**src/rtl/rr_arbiter4_pkg.sv**
```systemverilog
// Shared types and helpers for the four-way round-robin arbiter.
package arb_pkg;

    localparam int NUM_REQ = 4;
    localparam int IDX_W   = 2;

    typedef enum logic {
        IDLE,
        GRANT
    } state_t;

    function automatic logic [NUM_REQ-1:0] onehot(input logic [IDX_W-1:0] idx);
        onehot      = '0;
        onehot[idx] = 1'b1;
    endfunction

endpackage

```
**src/rtl/rr_arbiter4_pick.sv**
```systemverilog
// Rotating priority picker: first set request starting at index ptr, wrapping mod 4.
module rr_pick4
    import arb_pkg::*;
(
    input  logic [NUM_REQ-1:0] req,
    input  logic [IDX_W-1:0]   ptr,
    output logic               any,
    output logic [IDX_W-1:0]   idx
);

    logic [NUM_REQ-1:0] rot;
    logic [IDX_W-1:0]   enc;

    always_comb begin
        rot = '0;
        // rot[0] is the requester currently holding top priority
        for (int unsigned i = 0; i < NUM_REQ; i++) begin
            rot[i] = req[IDX_W'(i + 32'(ptr))];
        end

        enc = '0;
        if (rot[0])      enc = 2'd0;
        else if (rot[1]) enc = 2'd1;
        else if (rot[2]) enc = 2'd2;
        else if (rot[3]) enc = 2'd3;

        any = |req;
        idx = enc + ptr;
    end

endmodule

```
**src/rtl/rr_arbiter4.sv**
```systemverilog
// Four-requester round-robin arbiter with grant hold, release on done/abandon,
// and an optional hold-limit forced release.
module rr_arbiter4
    import arb_pkg::*;
#(
    parameter int HOLD_MAX = 8,
    parameter int CNT_W    = 4
) (
    input  logic       clk,
    input  logic       rst_n,
    input  logic [3:0] req,
    input  logic       done,
    output logic [3:0] gnt,
    output logic [1:0] gnt_idx,
    output logic       gnt_valid,
    output logic       timeout
);

    state_t             state_q, state_d;
    logic [IDX_W-1:0]   ptr_q, ptr_d;
    logic [CNT_W-1:0]   cnt_q, cnt_d;
    logic [NUM_REQ-1:0] gnt_q, gnt_d;
    logic [IDX_W-1:0]   gnt_idx_q, gnt_idx_d;
    logic               timeout_q, timeout_d;

    logic               pick_any;
    logic [IDX_W-1:0]   pick_idx;
    logic               owner_req;
    logic               hit_limit;
    logic               release_now;

    rr_pick4 u_pick (
        .req (req),
        .ptr (ptr_q),
        .any (pick_any),
        .idx (pick_idx)
    );

    always_comb begin
        state_d   = state_q;
        ptr_d     = ptr_q;
        cnt_d     = cnt_q;
        gnt_d     = gnt_q;
        gnt_idx_d = gnt_idx_q;
        timeout_d = 1'b0;

        owner_req   = req[gnt_idx_q];
        hit_limit   = (HOLD_MAX != 0) && (cnt_q == CNT_W'(HOLD_MAX));
        release_now = done || !owner_req || hit_limit;

        case (state_q)
            IDLE: begin
                if (pick_any) begin
                    state_d   = GRANT;
                    gnt_d     = onehot(pick_idx);
                    gnt_idx_d = pick_idx;
                    cnt_d     = CNT_W'(1);
                end
            end
            GRANT: begin
                if (release_now) begin
                    state_d   = IDLE;
                    gnt_d     = '0;
                    gnt_idx_d = '0;
                    cnt_d     = '0;
                    ptr_d     = gnt_idx_q + 2'd1;
                    // A voluntary release on the same edge masks the forced one
                    timeout_d = hit_limit && !done && owner_req;
                end else if (cnt_q != '1) begin
                    cnt_d = cnt_q + CNT_W'(1);
                end
            end
            default: begin
                state_d = IDLE;
                gnt_d   = '0;
            end
        endcase
    end

    always_ff @(posedge clk or negedge rst_n) begin
        if (!rst_n) begin
            state_q   <= IDLE;
            ptr_q     <= '0;
            cnt_q     <= '0;
            gnt_q     <= '0;
            gnt_idx_q <= '0;
            timeout_q <= 1'b0;
        end else begin
            state_q   <= state_d;
            ptr_q     <= ptr_d;
            cnt_q     <= cnt_d;
            gnt_q     <= gnt_d;
            gnt_idx_q <= gnt_idx_d;
            timeout_q <= timeout_d;
        end
    end

    assign gnt       = gnt_q;
    assign gnt_idx   = gnt_idx_q;
    assign gnt_valid = |gnt_q;
    assign timeout   = timeout_q;

endmodule

```
**config.mk**
```make
export PLATFORM = sky130hd
export DESIGN_NAME = rr_arbiter4
export DESIGN_NICKNAME = d
export VERILOG_FILES = /design/src/rtl/rr_arbiter4_pkg.sv /design/src/rtl/rr_arbiter4_pick.sv /design/src/rtl/rr_arbiter4.sv
export SDC_FILE = /design/constraint.sdc
export NUM_CORES = 1
export LEC_CHECK = 0
export BUFFER_PORTS_ARGS = -buffer_cell sky130_fd_sc_hd__buf_2
export CORE_MARGIN = 2
export CORE_UTILIZATION = 43
export CTS_BUF_LIST = sky130_fd_sc_hd__clkbuf_4 sky130_fd_sc_hd__clkbuf_8
export DETAILED_ROUTE_END_ITERATION = 10
export PLACE_DENSITY_LB_ADDON = 0.25
export SLEW_MARGIN = 20
export SYNTH_ARGS = -nofsm -noshare
export SYNTH_HDL_FRONTEND = slang
export SYNTH_SLANG_ARGS = --single-unit
```
**constraint.sdc**
```tcl
create_clock -name clk -period 6 [get_ports clk]
set_input_delay 0.6 -clock clk [delete_from_list [all_inputs] [get_ports clk]]
set_output_delay 0.6 -clock clk [all_outputs]
set_load 0.02 [all_outputs]
```
=== Word level (Yosys, flattened, before mapping) ===
Index checks and enable logic that the tools add are counted.

* Register bits after elaboration: 14
* Input bits: 7
* Output and inout port bits: 8
* Logic and storage cells: 68

* Add/sub/neg operators: 6
* $lt $le $gt $ge: 7
* Equal/unequal tests: 5
* Mux-type cells: 31
* Bitwise logic cells: 1
* Reductions and logical operators: 12

{| class="wikitable"
|+ Operators with widths
! operator !! number
|-
| 2-to-1 mux 4 bit || 5
|-
| < comparator 2 x 3 -> 1 bit (second input constant) || 6
|-
| case mux 4 bit (2 select lines) || 2
|-
| 2-to-1 mux 2 bit || 6
|-
| binary-select mux 1 bit (select 2 bit) || 5
|-
| 2-to-1 mux 1 bit || 10
|-
| OR reduction 4 bit || 2
|-
| AND reduction 2 bit || 3
|-
| adder 2 bit (first input constant) || 2
|-
| adder 4 x 1 -> 4 bit (second input constant) || 1
|-
| equality test 4 bit (second input constant) || 1
|-
| != test 4 bit (second input constant) || 1
|-
| case mux 2 bit (2 select lines) || 1
|-
| logical AND 1 bit || 3
|-
| != test 3 x 1 -> 1 bit (second input constant) || 1
|-
| adder 1 x 2 -> 2 bit (first input constant) || 1
|-
| adder 2 x 1 -> 2 bit (second input constant) || 1
|-
| adder 2 bit || 1
|-
| demux 1 bit (select 2 bit) || 1
|-
| >= comparator 2 x 1 -> 1 bit (second input constant) || 1
|-
| zero test 1 bit || 2
|-
| logical OR 1 bit || 2
|-
| != test 2 x 1 -> 1 bit (second input constant) || 1
|-
| != test 2 bit (second input constant) || 1
|-
| other kinds (2) || 2
|}

=== Logic depth before layout (Yosys ltp) ===
Gate-level depths: netlist (run 1).

* Depth in word-level cells: 14
* Gate-level depth with buffers: 8
* Gate-level depth less buffers: 8

=== Hierarchy ===
A second synthesis (run 1) with hierarchy kept.

* Cell total of the unflattened synthesis: 100
* Area, all modules: 955.9 um^2

{| class="wikitable"
|+ By module, submodules not included
! module !! times used !! cells an instance !! area each (um^2)
|-
| rr_arbiter4 || 1 || 75 || 789.5
|-
| rr_pick4 || 1 || 25 || 166.4
|}

=== Worst setup path before layout (run 1) ===
Ideal clock, no wire load.

* Path type: input-to-reg
* Start point: input port req[0]
* End point: register gnt_q[1] (netlist: gnt[1])
* Setup time: 0.122 ns
* Arrival time: 2.093 ns
* Path slack: 3.786 ns
* Stages on the path: 8
* Path through: buf_4 > or2_1 > mux2_2 > o2111ai_1 > ha_1 > xnor2_1 > xnor2_2 > a32o_1

* Word-level cells in the longest chain between the ends: 13

{| class="wikitable"
|+ RTL lines
! element !! line !! text
|-
| from (decl) || rr_arbiter4.sv:11 || <nowiki>input logic [3:0] req,</nowiki>
|-
| binary-select mux 1 bit (select 2 bit) || rr_arbiter4_pick.sv:18 || <nowiki>rot[i] = req[IDX_W'(i + 32'(ptr))];</nowiki>
|-
| 2-to-1 mux 1 bit (not written as such) || rr_arbiter4_pick.sv:18 ||
|-
| 2-to-1 mux 2 bit || rr_arbiter4_pick.sv:25 || <nowiki>else if (rot[3]) enc = 2'd3;</nowiki>
|-
| 2-to-1 mux 2 bit || rr_arbiter4_pick.sv:24 || <nowiki>else if (rot[2]) enc = 2'd2;</nowiki>
|-
| 2-to-1 mux 2 bit || rr_arbiter4_pick.sv:23 || <nowiki>else if (rot[1]) enc = 2'd1;</nowiki>
|-
| 2-to-1 mux 2 bit || rr_arbiter4_pick.sv:22 || <nowiki>if (rot[0]) enc = 2'd0;</nowiki>
|-
| adder 2 bit || rr_arbiter4_pick.sv:28 || <nowiki>idx = enc + ptr;</nowiki>
|-
| < comparator 2 x 3 -> 1 bit (not written as such) / >= comparator 2 x 1 -> 1 bit (equally long branches) || rr_arbiter4_pkg.sv:14 || <nowiki>onehot[idx] = 1'b1;</nowiki>
|-
| logical AND 1 bit (not written as such) || rr_arbiter4_pkg.sv:14 ||
|-
| 2-to-1 mux 1 bit (not written as such) || rr_arbiter4_pkg.sv:14 ||
|-
| demux 1 bit (select 2 bit) || rr_arbiter4_pkg.sv:14 ||
|-
| 2-to-1 mux 4 bit || rr_arbiter4.sv:53 || <nowiki>if (pick_any) begin</nowiki>
|-
| case mux 4 bit (2 select lines) || rr_arbiter4.sv:51 || <nowiki>case (state_q)</nowiki>
|-
| to (signal assigned) || rr_arbiter4.sv:92 || <nowiki>gnt_q <= gnt_d;</nowiki>
|-
| to (decl) || rr_arbiter4.sv:22 || <nowiki>logic [NUM_REQ-1:0] gnt_q, gnt_d;</nowiki>
|}

Parallel ways exist; a longest one is shown, timed or not. The select of a mux whose other input is x is not followed.
A chain may end at the register's enable or synchronous reset.

=== Worst setup path in the final report (run 1) ===
* Start point: register ptr_q[0]
* End point: register gnt_q[1] (netlist: gnt[1])

* Word-level cells in the longest chain between the ends: 14

{| class="wikitable"
|+ RTL lines
! element !! line !! text
|-
| from (decl) || rr_arbiter4.sv:20 || <nowiki>logic [IDX_W-1:0] ptr_q, ptr_d;</nowiki>
|-
| from (signal assigned) || rr_arbiter4.sv:90 || <nowiki>ptr_q <= ptr_d;</nowiki>
|-
| adder 2 bit || rr_arbiter4_pick.sv:18 ||
|-
| binary-select mux 1 bit (select 2 bit) || rr_arbiter4_pick.sv:18 ||
|-
| 2-to-1 mux 1 bit (not written as such) || rr_arbiter4_pick.sv:18 ||
|-
| 2-to-1 mux 2 bit || rr_arbiter4_pick.sv:25 ||
|-
| 2-to-1 mux 2 bit || rr_arbiter4_pick.sv:24 ||
|-
| 2-to-1 mux 2 bit || rr_arbiter4_pick.sv:23 ||
|-
| 2-to-1 mux 2 bit || rr_arbiter4_pick.sv:22 ||
|-
| adder 2 bit (*) || rr_arbiter4_pick.sv:28 ||
|-
| < comparator 2 x 3 -> 1 bit (not written as such) / >= comparator 2 x 1 -> 1 bit (equally long branches) || rr_arbiter4_pkg.sv:14 ||
|-
| logical AND 1 bit (not written as such) || rr_arbiter4_pkg.sv:14 ||
|-
| 2-to-1 mux 1 bit (not written as such) || rr_arbiter4_pkg.sv:14 ||
|-
| demux 1 bit (select 2 bit) (*) || rr_arbiter4_pkg.sv:14 ||
|-
| 2-to-1 mux 4 bit (*) || rr_arbiter4.sv:53 ||
|-
| case mux 4 bit (2 select lines) (*) || rr_arbiter4.sv:51 ||
|}

Every way passes the cells marked *; elsewhere a longest branch is shown, timed or not. The select of a mux whose other input is x is not followed.

==> results.py, run 1 <==
metrics = {
    "synthesis": {
        "syn_area_per_cell_sq_um": 10.0,
        "synth.area.top_cells": "dfrtp_1, nor2_1, ha_1",
        "syn-num-nets": 106,
        "yosys.area_share.simple": 0.227,
        "ys_seq_area_frac": 0.364,
        "ys.flop_type": "dfrtp_1",
        "syn_inst": 96,
        "synthMuxAreaShare": 0.0701,
        "ys_types": 45,
        "syn_area_sq_um": 963,
        "synthAdderAreaFrac": 0.0390,
        "synthArstFlopShare": 1.00,
        "synth_compound_area_frac": 0.197,
        "synth_top_family_by_area": "simple AND/OR/NAND/NOR gates",
        "synth_edf_count": 0,
        "ys_seq_elements": 14,
        "yosysTopAreaCell": "dfrtp_1",
        "synthXorXnorAreaFrac": 0.0351,
        "synth_warnings": 0,
        "synth_most_common_cell": "dfrtp_1",
        "yosys.area.top_type_share": 0.364,
        "synth_common_cells": "dfrtp_1, nor2_1, nand2_1",
    },
    "clock_tree": {
        "clock_sinks": 14,
        "cts_root_buf": "clkbuf_4",
        "post_cts_buffers": 0,
        "htreeDepth": 1,
        "cts_resized": 0,
        "path_clk_slew_ns": 0.09,
        "cts_buffers": 3,
        "insertion_delay_ns": 0.29,
        "cts_tree": "yes",
        "clockBufferDepth": 2,
        "cts.hold.buffers_added": 0,
    },
    "sta": {
        "fin_crit_ns": 2.08,
        "period_share": 0.347,
        "hold_viol_final": 0,
        "slew_violations": 0,
        "holdWs_ns": 0.198,
        "skew_ns": 0.00112,
        "rsz0062_at_grt": "no",
        "finalSetupTns_ns": 0,
        "max_freq_mhz": 481,
        "setup_viol": 0,
        "maxSlewHeadroom": 0.744,
        "worst_slew_pin_slew_ns": 0.381,
        "layout_setup_ws_ns": 3.92,
    },
    "critical_path": {
        "regToRegStartpoint": "ptr_q[0]",
        "r2r_cells": 7,
        "cp-start-kind": "register",
        "cp.required_ns": 6.18,
        "critical_path_class": "register to register",
        "path_cells": "or2_1 -> mux2_2 -> o2111ai_1 -> ha_1 -> xnor2_1 -> xnor2_2 -> a32o_1",
        "cp.buffers_inverters": 0,
        "crit_start": "ptr_q[0]",
        "cp-end-kind": "register",
        "cp.depth": 7,
        "crit_arrival_ns": 2.27,
        "critPathCapture": "gnt[1]",
        "worstPathMaxFanout": 10,
        "cp_top_family": "flip-flops",
        "reg2reg_slack_ns": 3.92,
        "slowest_delay_ns": 0.48,
        "regToRegEndpoint": "gnt[1]",
        "cp_slowest_cell": "dfrtp_1",
    },
    "die": {
        "pin_count": 15,
        "die_area_sq_um": 2640,
        "initial_core_util": 0.444,
        "rows": 17,
        "core_area_sq_um": 2170,
        "die_h_um": 51.3,
        "die_w_um": 51.3,
    },
    "place": {
        "post_dp_cell_area_sq_um": 1030,
        "gp_congestion": 0.762,
        "dpl.hpwl_mm": 1.36,
        "io_buffers": 14,
        "dp_slack_ns": 3.66,
    },
    "grt": {
        "grt_usage": 0.161,
        "first_global_vias": 716,
        "antenna_found_initial": 0,
        "grt_max_degree": 15,
        "grt_overflow": 0,
        "grt_pass1_wl_mm": 3.18,
    },
    "status": {
        "status": "completed",
    },
    "drt": {
        "final_antenna_net_count": 0,
        "wire_per_inst_um": 13.4,
        "via_per_inst": 5.54,
        "drc": 0,
        "drt_wl_total_mm": 1.84,
        "vias": 759,
        "initialDrtViolationCount": 11,
        "first_pass_iters": 4,
    },
    "pwr": {
        "powerDensity_nw_per_um2": 431,
        "peakVddDrop_mv": 0.248,
        "leakage_nw": 0.500,
    },
    "worst_hold_path": {
        "hp-class": "input port to async pin",
    },
    "cells_and_area": {
        "num_antenna_cells": 0,
        "syn_to_final_growth_pct": 10.3,
        "final_util": 0.490,
        "drive_gt1_frac": 0.284,
        "finalInstanceArea_sq_um": 1060,
        "fin_nets": 120,
    },
    "job": {
        "maxCapViolations": 0,
    },
}
[sequential cells by signal, summed over array words and instances, names as in the netlist]
register,cells
state_q,1
gnt,4
timeout,1
gnt_idx,2
ptr_q,2
cnt_q,4
[power by group]
group,internal [W],switching (W),total (W),leakage (nW)
clock,0.0000370,0.0000335,0.0000705,0.0210
sequential,0.000122,0.0000435,0.000166,0.179
combinational,0.000101,0.000120,0.000221,0.300
total,0.000261,0.000197,0.000458,0.500
[cells by family after synthesis]
family                     after synthesis
adders and majority gates                3
buffers and inverters                   11
and+or+nand+nor                         39
AOI/OAI and AO/OA                       21
DFF                                     14
muxes                                    5
xor gates and xnor gates                 3
[metrics by stage]
step	instances	power, W
floorplan	96	0.000344
global placement	133	0.000387
detailed placement	133	0.000390
CTS	137	0.000461
global route	137	0.000490
finish	137	0.000458
[cell usage in the layout (no fill, tap or decap), drive strengths merged, types with 2 or more instances in the layout]
cell,instances
a21oi,2
a31oi,3
buf,14
clkbuf,4
dfrtp,14
ha,3
inv,6
mux2i,4
nand2,7
nand3,2
nand3b,2
nand4,2
nor2,13
nor2b,2
nor3,2
o21ai,3
o32ai,2
or2,2
or4,2
xnor2,3
[metal layers]
layer / global-route usage / routed length, um / up-vias
met5: 0 / 0 / -
met4: 0.0789 / 29 / 0
met3: 0.0175 / 76 / 4
met2: 0.258 / 833 / 22
met1: 0.217 / 901 / 358
li1: - / - / 375
[layout make-up]
type                            instances  area [sq um]
Fill cell                             216          1110
Multi-Input combinational cell         71           548
Sequential cell                        14           350
Timing Repair Buffer                   14          70.1
Clock buffer                            4          36.3
Tap cell                               28          35.0
Inverter                                6          22.5
[worst min-delay path by stage]
| stage | startpoint | end | slack, ns | cells past startpoint |
|---|---|---|---|---|
| 3_3_place_gp | gnt[2] | gnt[2] | 0.49 | 2 |
| 4_1_cts | rst_n | gnt[2] | 0.20 | 1 |
| 3_5_place_dp | gnt[2] | gnt[2] | 0.48 | 2 |
| 5_1_grt | rst_n | gnt[0] | 0.22 | 1 |
| 2_1_floorplan | rst_n | cnt_q[0] | 0.30 | 0 |
| 6_report | rst_n | gnt[1] | 0.20 | 1 |
Power figures use the tool's default switching activity.
==> run 2: changes to the inputs <==
==> constraint.sdc (replaced) <==
create_clock -name clk -period 1.7 [get_ports clk]
set_input_delay 0.17 -clock clk [delete_from_list [all_inputs] [get_ports clk]]
set_output_delay 0.17 -clock clk [all_outputs]
set_load 0.02 [all_outputs]
==> run 2 against run 1 <==
The run now ends with setup timing left. Clock skew hardly changed. Combinational power rose to 5.1 times the previous value. Hold slack gained 0.038 ns. Maximum frequency is 8.2% higher. Largest cell class unchanged.
==> results.py, run 2 (synthesis results as in run 1) <==
metrics = {
    "status": {
        "status": "complete, but fails checks",
        "violations": "setup timing",
    },
    "sta": {
        "max_freq_mhz": 520,
        "maxSlewHeadroom": 0.794,
        "period_share": 1.13,
        "worst_slew_pin_slew_ns": 0.306,
        "layout_setup_ws_ns": -0.223,
        "fin_crit_ns": 1.92,
        "setup_viol": 5,
        "holdWs_ns": 0.236,
        "slew_violations": 0,
        "rsz0062_at_grt": "yes",
        "hold_viol_final": 0,
        "skew_ns": 0.000706,
    },
    "drt": {
        "drc": 0,
        "vias": 816,
        "first_pass_iters": 4,
        "drt_wl_total_mm": 2.06,
        "via_per_inst": 5.20,
        "initialDrtViolationCount": 15,
        "wire_per_inst_um": 13.1,
        "final_antenna_net_count": 0,
    },
    "clock_tree": {
        "clockBufferDepth": 2,
        "insertion_delay_ns": 0.27,
        "cts_tree": "yes",
        "path_clk_slew_ns": 0.07,
        "cts_buffers": 3,
        "cts_root_buf": "clkbuf_4",
        "htreeDepth": 1,
        "clock_sinks": 14,
    },
    "critical_path": {
        "critical_path_class": "register to register",
        "path_cells": "or2_1 -> mux2_4 -> o2111ai_4 -> ha_4 -> xnor2_2 -> xnor2_2 -> a32o_1",
        "cp_slowest_cell": "dfrtp_1",
        "slowest_delay_ns": 0.42,
        "worstPathMaxFanout": 6,
        "crit_top_cell": "xnor2_2",
        "cp_top_family": "flip-flops",
        "cp-start-kind": "register",
        "crit_arrival_ns": 2.13,
        "cp.required_ns": 1.91,
        "cp-end-kind": "register",
        "cp.buffers_inverters": 0,
    },
    "cells_and_area": {
        "fin_nets": 141,
        "syn_to_final_growth_pct": 30.1,
        "drive_gt1_frac": 0.426,
        "fillers": 210,
        "final-instance-count-excl-fill": 157,
        "layout_common_cells": "buf_4, buf_2, dfrtp_1",
        "num_antenna_cells": 0,
        "layout_commonest_cell": "buf_4",
    },
    "worst_hold_path": {
        "hp-class": "input port to register",
    },
    "place": {
        "gp_congestion": 0.783,
        "io_buffers": 14,
        "dpl.cell_count": 152,
        "dpl.hpwl_mm": 1.68,
    },
    "grt": {
        "grt_overflow": 0,
        "top_usage_layer": "met2",
        "grt_pass1_wl_mm": 3.42,
        "use_met2": 0.327,
        "use_met3": 0.0263,
        "first_global_vias": 825,
        "antenna_found_initial": 0,
        "grt_max_degree": 15,
        "grt_util_met1": 0.198,
        "grt_usage": 0.173,
    },
    "die": {
        "initial_core_util": 0.444,
        "pin_count": 15,
        "die_h_um": 51.3,
        "die_w_um": 51.3,
        "die_area_sq_um": 2640,
        "rows": 17,
        "core_area_sq_um": 2170,
    },
    "pwr": {
        "leakage_nw": 0.606,
        "peakVddDrop_mv": 0.686,
        "powerDensity_nw_per_um2": 1450,
    },
    "job": {
        "maxCapViolations": 0,
    },
}
run 2: per-stage QoR:
stage / setup WS [ns] / util / cell area, sq um / TNS, ns / total power [W]
after floorplan: -0.236 / - / 990 / -1.03 / 0.00127
after global placement: -0.205 / 0.548 / 1190 / -0.894 / 0.00156
after detailed placement: -0.247 / 0.548 / 1190 / -1.14 / 0.00159
after CTS: -0.240 / 0.566 / 1230 / -1.09 / 0.00178
after global routing: -0.323 / 0.578 / 1250 / -1.53 / 0.00197
final: -0.223 / 0.578 / 1250 / -1.03 / 0.00182
run 2: routing by layer:
metal,share of wire,vias up
met2,0.57,7
met3,0.019,2
li1,-,416
met4,0.0024,0
met5,0,-
met1,0.41,391
run 2: worst register-to-register path, cell delays in order, from the launching register on:
cell	delay, ns
dfrtp_1	0.42
or2_1	0.25
mux2_4	0.27
o2111ai_4	0.20
ha_4	0.17
xnor2_2	0.07
xnor2_2	0.27
a32o_1	0.21
run 2: path summary, 6_finish.rpt:
| kind | start | end | slack, ns | cells past startpoint |
|---|---|---|---|---|
| worst max-delay path | ptr_q[0] | gnt[1] | -0.22 | 7 |
| worst min-delay path | done | cnt_q[1] | 0.24 | 4 |
| worst max register to register | ptr_q[0] | gnt[1] | -0.22 | 7 |
| worst min register to register | gnt[3] | gnt[3] | 0.51 | 2 |
| max in group asynchronous | rst_n | gnt_idx[1] | 1.13 | 2 |
| min in group asynchronous | rst_n | cnt_q[0] | 0.31 | 2 |
run 2: final cells by class:
class                      instances  area (sq um)  area share
multi-input combinational         71           592       0.472
inverter                           6          22.5      0.0180
sequential                        14           352       0.280
timing repair buffer              35           230       0.184
clock buffer                       3          22.5      0.0180
tap                               28          35.0      0.0279
run 2: where the power goes:
group	total (W)	internal [W]	switching, W
clock network	0.000175	0.0000819	0.0000929
registers	0.000524	0.000435	0.0000888
logic	0.00112	0.000554	0.000569
total	0.00182	0.00107	0.000751
run 2: timing repair:
item,4_1_cts,5_1_grt
buffers inserted,1,0
pin swaps,2,2
endpoints found under the setup margin,5,7
hold buffers,1,0
endpoints found under the hold margin,14,0
resized for setup,0,4
